--- src/rtl/hazard_ctrl.sv ---
// Hazard control for the 5-stage MIPS pipeline: stall, bubble and forwarding selects plus HI/LO busy tracking.
// Build option HAZARD_FWD_EN: when defined, forwarding is enabled; otherwise every match stalls and all fwd_* are 0.
module hazard_ctrl #(
   parameter int MULT_CYCLES = 5,
   parameter int DIV_CYCLES  = 10
) (
   input  logic       clk,
   input  logic       reset,
   input  logic [4:0] rs_d,
   input  logic [4:0] rt_d,
   input  logic [4:0] a3_d,
   input  logic [1:0] tuse_rs,
   input  logic [1:0] tuse_rt,
   input  logic [2:0] res_d,
   input  logic [1:0] md_op_d,
   input  logic       md_use_d,
   output logic       stall,
   output logic [1:0] fwd_rs_d,
   output logic [1:0] fwd_rt_d,
   output logic [1:0] fwd_rs_e,
   output logic [1:0] fwd_rt_e,
   output logic       fwd_rt_m,
   output logic       md_busy
);

   localparam logic [2:0] RES_NW  = 3'd0;
   localparam int         MAX_CYC = (MULT_CYCLES > DIV_CYCLES) ? MULT_CYCLES : DIV_CYCLES;
   localparam int         CNT_W   = $clog2(MAX_CYC + 1);
   localparam logic [CNT_W-1:0] MULT_LD = CNT_W'(MULT_CYCLES);
   localparam logic [CNT_W-1:0] DIV_LD  = CNT_W'(DIV_CYCLES);

   logic [4:0]       a3_p0, a3_p1, a3_p2;
   logic [2:0]       res_p0, res_p1, res_p2;
   logic [1:0]       md_op_p0;
   logic [CNT_W-1:0] cnt;
   logic             m_rs_e, m_rs_m, m_rs_w;
   logic             m_rt_e, m_rt_m, m_rt_w;
   logic             stall_rs, stall_rt;

   // Register 0 and non-writing instructions can never produce a match.
   function automatic logic tag_match(input logic [4:0] src, input logic [4:0] a3,
                                      input logic [2:0] res);
      return (src != 5'd0) && (src == a3) && (res != RES_NW);
   endfunction

   function automatic logic [CNT_W-1:0] sat_dec(input logic [CNT_W-1:0] val);
      return (val == '0) ? '0 : val - 1'b1;
   endfunction

   assign m_rs_e = tag_match(rs_d, a3_p0, res_p0);
   assign m_rs_m = tag_match(rs_d, a3_p1, res_p1);
   assign m_rs_w = tag_match(rs_d, a3_p2, res_p2);
   assign m_rt_e = tag_match(rt_d, a3_p0, res_p0);
   assign m_rt_m = tag_match(rt_d, a3_p1, res_p1);
   assign m_rt_w = tag_match(rt_d, a3_p2, res_p2);

   assign md_busy = (md_op_p0 != 2'd0) || (cnt != '0);
   assign stall   = stall_rs || stall_rt || (md_use_d && md_busy);

`ifdef HAZARD_FWD_EN
   localparam logic [2:0] RES_ALU = 3'd1;
   localparam logic [2:0] RES_DM  = 3'd2;

   logic [4:0] rs_p0, rt_p0, rt_p1;

   function automatic logic [1:0] tnew_e(input logic [2:0] res);
      case (res)
         RES_ALU: return 2'd1;
         RES_DM:  return 2'd2;
         default: return 2'd0;
      endcase
   endfunction

   function automatic logic [1:0] tnew_m(input logic [2:0] res);
      return (res == RES_DM) ? 2'd1 : 2'd0;
   endfunction

   // Nearest stage whose value is already computed wins.
   function automatic logic [1:0] sel_d(input logic me, input logic mm, input logic mw,
                                        input logic [2:0] re, input logic [2:0] rm);
      if (me && tnew_e(re) == 2'd0)      return 2'd1;
      else if (mm && tnew_m(rm) == 2'd0) return 2'd2;
      else if (mw)                       return 2'd3;
      else                               return 2'd0;
   endfunction

   function automatic logic [1:0] sel_e(input logic mm, input logic mw, input logic [2:0] rm);
      if (mm && tnew_m(rm) == 2'd0) return 2'd2;
      else if (mw)                  return 2'd3;
      else                          return 2'd0;
   endfunction

   assign stall_rs = (tuse_rs != 2'd3) &&
                     ((m_rs_e && (tnew_e(res_p0) > tuse_rs)) || (m_rs_m && (tnew_m(res_p1) > tuse_rs)));
   assign stall_rt = (tuse_rt != 2'd3) &&
                     ((m_rt_e && (tnew_e(res_p0) > tuse_rt)) || (m_rt_m && (tnew_m(res_p1) > tuse_rt)));

   assign fwd_rs_d = sel_d(m_rs_e, m_rs_m, m_rs_w, res_p0, res_p1);
   assign fwd_rt_d = sel_d(m_rt_e, m_rt_m, m_rt_w, res_p0, res_p1);
   assign fwd_rs_e = sel_e(tag_match(rs_p0, a3_p1, res_p1), tag_match(rs_p0, a3_p2, res_p2), res_p1);
   assign fwd_rt_e = sel_e(tag_match(rt_p0, a3_p1, res_p1), tag_match(rt_p0, a3_p2, res_p2), res_p1);
   assign fwd_rt_m = tag_match(rt_p1, a3_p2, res_p2);
`else
   assign stall_rs = (tuse_rs != 2'd3) && (m_rs_e || m_rs_m || m_rs_w);
   assign stall_rt = (tuse_rt != 2'd3) && (m_rt_e || m_rt_m || m_rt_w);

   assign fwd_rs_d = 2'd0;
   assign fwd_rt_d = 2'd0;
   assign fwd_rs_e = 2'd0;
   assign fwd_rt_e = 2'd0;
   assign fwd_rt_m = 1'b0;
`endif

   always_ff @(posedge clk) begin
      if (reset) begin
         a3_p0    <= '0;
         a3_p1    <= '0;
         a3_p2    <= '0;
         res_p0   <= RES_NW;
         res_p1   <= RES_NW;
         res_p2   <= RES_NW;
         md_op_p0 <= '0;
         cnt      <= '0;
`ifdef HAZARD_FWD_EN
         rs_p0    <= '0;
         rt_p0    <= '0;
         rt_p1    <= '0;
`endif
      end else begin
         // D -> E: a stall turns the E slot into a bubble
         if (stall) begin
            a3_p0    <= '0;
            res_p0   <= RES_NW;
            md_op_p0 <= '0;
`ifdef HAZARD_FWD_EN
            rs_p0    <= '0;
            rt_p0    <= '0;
`endif
         end else begin
            a3_p0    <= a3_d;
            res_p0   <= res_d;
            md_op_p0 <= md_op_d;
`ifdef HAZARD_FWD_EN
            rs_p0    <= rs_d;
            rt_p0    <= rt_d;
`endif
         end
         // E -> M
         a3_p1  <= a3_p0;
         res_p1 <= res_p0;
`ifdef HAZARD_FWD_EN
         rt_p1  <= rt_p0;
`endif
         // M -> W
         a3_p2  <= a3_p1;
         res_p2 <= res_p1;
         // mult/div busy window starts when the op leaves E
         if (md_op_p0 == 2'd2)       cnt <= DIV_LD;
         else if (md_op_p0 != 2'd0)  cnt <= MULT_LD;
         else                        cnt <= sat_dec(cnt);
      end
   end

endmodule

--- config.mk ---
export PLATFORM = sky130hd
export DESIGN_NAME = hazard_ctrl
export DESIGN_NICKNAME = d
export VERILOG_FILES = /design/src/rtl/hazard_ctrl.sv
export SDC_FILE = /design/constraint.sdc
export NUM_CORES = 1
export LEC_CHECK = 0
export CAP_MARGIN = 30
export CORE_MARGIN = 2
export CORE_UTILIZATION = 48
export CTS_CLUSTER_SIZE = 14
export DETAILED_ROUTE_END_ITERATION = 8
export PLACE_DENSITY_LB_ADDON = 0.05
export SLEW_MARGIN = 20
export SYNTH_ARGS = -nofsm -noshare
export SYNTH_HDL_FRONTEND = slang
export SYNTH_SLANG_ARGS = --single-unit
--- constraint.sdc ---
create_clock -name clk -period 2.53 [get_ports clk]
set_input_delay 0.506 -clock clk [delete_from_list [all_inputs] [get_ports clk]]
set_output_delay 0.506 -clock clk [all_outputs]
set_load 0.02 [all_outputs]
# --- After elaboration in Yosys (flattened, before gate mapping) ---
# Cells that the tools add are included.
totals:
  ff_bits: 30
  input_bits: 27
  out_inout_bits: 11
  wordCells: 54
classes:
  add_sub_neg: 1
  n_eq_ne: 9
  n_mux: 3
  reduce_logical: 32
ops:
  columns: ["operator", "count"]
  rows:
  - ["$eq 5x5->1", 6]
  - ["$logic_and 1x1->1", 15]
  - ["$mux 4", 3]
  - ["$reduce_bool 5->1", 2]
  - ["$reduce_bool 3->1", 3]
  - ["$logic_or 1x1->1", 7]
  - ["$logic_not 4->1", 1]
  - ["$ne 2x2->1 const B", 2]
  - ["$reduce_bool 4->1", 1]
  - ["$reduce_or 2->1", 2]
  - ["$sub 4x1->4 const B", 1]
  - ["$eq 2x2->1 const B", 1]
  - ["$reduce_bool 2->1", 1]

# --- Longest topological paths before layout ---
# Gate-level depths: netlist of the first run.
depth:
  word_depth: 9
  depth_mapped: 6

# --- Least setup slack after synthesis of the first run ---
# Ideal clock, no wire load.
synth_timing:
  path_type: "flip-flop to output port"
  start: "reg cnt[1]"
  end: "out stall"
  arrival_time_ns: 1.818
  path_slack_ns: 0.206
  stages_incl_launch_ff: 6
  cell_sequence: "dfxtp_1 > or3_1 > or4_4 > a32oi_1 > a21bo_1 > or2_1"
synth_between:
  elab_chain_len: 4
synth_lines:
  columns: ["element", "line_no", "rtl"]
  rows:
  - ["start, declared", "35", "logic [CNT_W-1:0] cnt;"]
  - ["start signal, assigned", "160", "else cnt <= sat_dec(cnt);"]
  - ["$reduce_bool 4->1", "57", "assign md_busy = (md_op_p0 != 2'd0) || (cnt != '0);"]
  - ["$logic_or 1x1->1", "57", null]
  - ["named net md_busy", "23", "output logic md_busy"]
  - ["$logic_and 1x1->1", "58", "assign stall = stall_rs || stall_rt || (md_use_d && md_busy);"]
  - ["$logic_or 1x1->1", "58", null]
  - ["end, declared", "17", "output logic stall,"]
# The timed path passes the listed nets, and every way through them passes these cells.

# --- Worst setup path in the final report of the first run ---
layout_timing:
  start: "in rt_d[4]"
  end: "out stall"
layout_between:
  elab_chain_len: 8
  word_cells_on_any_way: 15
  cone_classes: "3 x eq/ne; 12 x reduce/logical"
layout_lines:
  columns: ["element", "line_no", "rtl"]
  rows:
  - ["start, declared", "10", "input logic [4:0] rt_d,"]
  - ["$eq 5x5->1 or $reduce_bool 5->1 (tied branches)", "43", "return (src != 5'd0) && (src == a3) && (res != RES_NW);"]
  - ["$logic_and 1x1->1 (2 in series)", "43", null]
  - ["$logic_or 1x1->1", "105", "assign stall_rt = (tuse_rt != 2'd3) && (m_rt_e || m_rt_m || m_rt_w);"]
  - ["$logic_or 1x1->1 (*)", "105", null]
  - ["$logic_and 1x1->1 (*)", "105", null]
  - ["$logic_or 1x1->1 (*) (2 in series)", "58", null]
# Every way passes the cells marked *; elsewhere a longest branch is shown, timed or not.

==> results.cfg, run 1 <==
[run_status]
outcome = complete, but fails checks
failed_checks = negative setup slack

[yosys]
synth.area.mux_share_pct = 0
ys_top_cells_by_count = dfxtp_1 (30), xor2_1 (28), nor2b_1 (16)
postSynthRegisterBits = 30
yosys.area_share.adder_pct = 0
post_synth_instance_area_um2 = 1465
post-synth-top-area-cell = dfxtp_1
synth_area_per_cell_um2 = 10.32
combinational_family_with_the_most_area_after_synthesis = simple AND/OR/NAND/NOR gates
synth_ff_type = dfxtp_1
ys_seq_area_share_pct = 40.99
number_of_warnings_reported_in_the_yosys_synthesis_log = 0
synthDominantCellAreaShare_pct = 40.99
post_synth_xor_area_fraction_pct = 17.93
syn_inst = 142
synth_compound_area_share_pct = 6.319
ys_top_cells_by_area = dfxtp_1 (41%), xor2_1 (17%), nor4b_2 (10%), nor2b_1 (6.8%), buf_4 (4.6%)
synthArstFlopShare_pct = 0
synthSimpleGateAreaFrac_pct = 28.01
synth_most_common_cell = dfxtp_1
synth-edff-count = 0
yosysUniqueCellTypes = 30

[route]
detail_route.wl_per_cell_um = 13.82
drc = 0
ant_nets = 0
num_vias = 1099
viasPerCell = 5.041
drt_pass1_iterations = 4
drt_iter0_markers = 33
totalWireLength_mm = 3.013

[place]
placed_cell_area_um2 = 1826
number_of_port_buffers = 28
pre_cts_slack_ps = -673.8
globalplace.congestion = 0.8875
hpwlAfterDp_mm = 2.376

[worst_hold_path]
hold_path_class = flip-flop to flip-flop

[cells_and_area]
finalInstanceArea_um2 = 1899
area_growth_pct = 29.63
seqCellArea_um2 = 601.8
final_core_util_pct = 63.78
finalNetCount = 211
insertedDiodeCount = 0
fillerInstances = 280
final_layout_size_suffix_gt1_share_pct = 21.62
multi_input_gate_area_in_the_final_layout_um2 = 815.8

[sta]
setup-tns-final_ps = -222.6
final_min_period_over_clock_period_pct = 108.8
hold_violations = 0
finClkSkew_ps = 6.543
measured_slew_at_the_worst_slew_check_pin_ps = 712.4
slew_headroom_pct = 52.36
grt_setup_unrepaired = true
setup_ws_ps = -222.6
report.final.setup_viol = 1
finalCriticalPeriod_ps = 2753
final_max_slew_viol_count = 0
clock.fmax_ghz = 0.3633

[power_and_ir_drop]
sw_frac_of_total_pct = 28.74
post-layout-total-power_mw = 1.111
power_density_nw_per_um2 = 585.2
comb_power_share_pct = 25.1
clock_power_share_pct = 27.0
leakage_nw = 0.7962
internal-power_mw = 0.7920
worst_ir_drop_vdd_mv = 0.3228
pwr-share-seq_pct = 47.9
p_switching_mw = 0.3194

[global_routing]
grt_start_max_net_pins = 17
grt_pass1_wl_mm = 4.905
grt_antenna_before_repair = 0
global_route_total_usage_across_every_layer_pct = 19.75
grt_pass1_vias = 1085
global_route.overflow_total = 0

[critical_path]
worst_ep_arrival_ps = 2250
timing.critical_path.from_type = input pin
worst-setup-path-type = input pin to output pin
worstPathMaxFanout = 4
worst_path_required_time_ps = 2020
end_kind = output pin

[cts]
clk_latency_worst_skew_pair_ps = 330
clock_tree.buffer_depth = 2
tritoncts = built
clk_transition_reported_paths_ps = 90
ctsHtreeMaxLevel = 2
ctsHoldBuffers = 0
clock_sinks = 30
cts_root_buffer = clkbuf_4
cts_made_buffers = 5

[die]
start_util_pct = 49.20
number_of_primary_i_o_pins = 38
core-area_um2 = 2978
die_area_um2 = 3511
die_w_um = 59.25
floorplan.die.height_um = 59.25
placement_rows = 20

[job]
maxCapViolations = 0
-- per-layer routing --
| layer | vias up | global-route usage [%] | share of wire, % |
|---|---|---|---|
| li1 | 551 | - | - |
| met5 | - | 0 | 0 |
| met3 | 5 | 7.860 | 6.9 |
| met4 | 0 | 9.740 | 1.8 |
| met2 | 37 | 30.14 | 48 |
| met1 | 506 | 24.05 | 43 |
-- power by group through the flow --
stage,logic [mW],clock network [mW],registers (mW)
4_1_cts,0.275,0.310,0.533
2_1_floorplan,0.169,0,0.539
5_1_grt,0.304,0.331,0.538
3_5_place_dp,0.277,0,0.543
3_3_place_gp,0.271,0,0.542
6_report,0.279,0.300,0.533
-- stage by stage --
stage | hold WS, ps | instances
3_5_place_dp | 460.1 | 210
4_1_cts | 472.4 | 218
3_3_place_gp | 451.1 | 210
6_report | 467.3 | 218
5_1_grt | 486.0 | 218
2_1_floorplan | 439.1 | 150
-- path summary, 6_finish.rpt --
| path | from | to | slack [ps] | cells after the start |
|---|---|---|---|---|
| worst min register to register | res_p0[1] | res_p1[1] | 470 | 1 |
| worst max-delay path | rt_d[4] | stall | -220 | 7 |
| worst min-delay path | res_p0[1] | res_p1[1] | 470 | 1 |
| worst max register to register | cnt[1] | a3_p0[1] | 460 | 6 |
-- critical path, cell delays in order --
cell             delay [ps]
clkdlybuf4s50_1         490
xor2_1                  190
nor4_1                  280
a22oi_1                 160
a221oi_2                330
or2_1                   170
buf_6                   120
-- sequential cells by signal, summed over array words and instances, names as in the netlist --
register / count
a3_p0: 5
a3_p1: 5
a3_p2: 5
cnt: 4
res_p0: 3
res_p1: 3
res_p2: 3
md_op_p0: 2
-- layout by cell type, fill, tap and decap left out, drive strengths merged, types with 2 or more instances in the layout --
master,instances
dfxtp,30
xor2,28
clkdlybuf4s50,25
nor2b,16
buf,14
nor2,10
nor4b,10
conb,9
clkbuf,7
nor4,6
nor3,5
a21oi,3
a22oi,2
xnor2,2
o21ai,2
or4,2
-- logic make-up (layout without fill, tap and decap cells) --
family,count (synthesis),count (layout)
other cells,1,9
xor+xnor,30,30
flops,30,30
compound gates,13,13
simple gates,54,54
buf+inv,14,49
-- final cells by class --
cell class	count	area share [%]
Multi-Input combinational cell	106	42.95
Timing Repair Buffer	41	20.03
Sequential cell	30	31.69
Tap cell	33	2.174
Clock inverter	1	0.2635
Clock buffer	7	2.899
-- timing repair --
item	4_1_cts	5_1_grt
pin swaps	0	3
gates resized for setup	8	4
buffers inserted	0	0
setup endpoints to repair	2	1
Power figures use the tool's default switching activity.
==> inputs of run 2 (changes only) <==
--- a/config.mk
+++ b/config.mk
@@ -8,10 +8,11 @@
 export CAP_MARGIN = 30
 export CORE_MARGIN = 2
 export CORE_UTILIZATION = 48
-export CTS_CLUSTER_SIZE = 14
+export CTS_CLUSTER_SIZE = 28
 export DETAILED_ROUTE_END_ITERATION = 8
 export PLACE_DENSITY_LB_ADDON = 0.05
 export SLEW_MARGIN = 20
 export SYNTH_ARGS = -nofsm -noshare
 export SYNTH_HDL_FRONTEND = slang
 export SYNTH_SLANG_ARGS = --single-unit
+export TNS_END_PERCENT = 100
==> results of run 2 <==
Same layout as run 1: the final DEF is identical, and so are final timing and power.
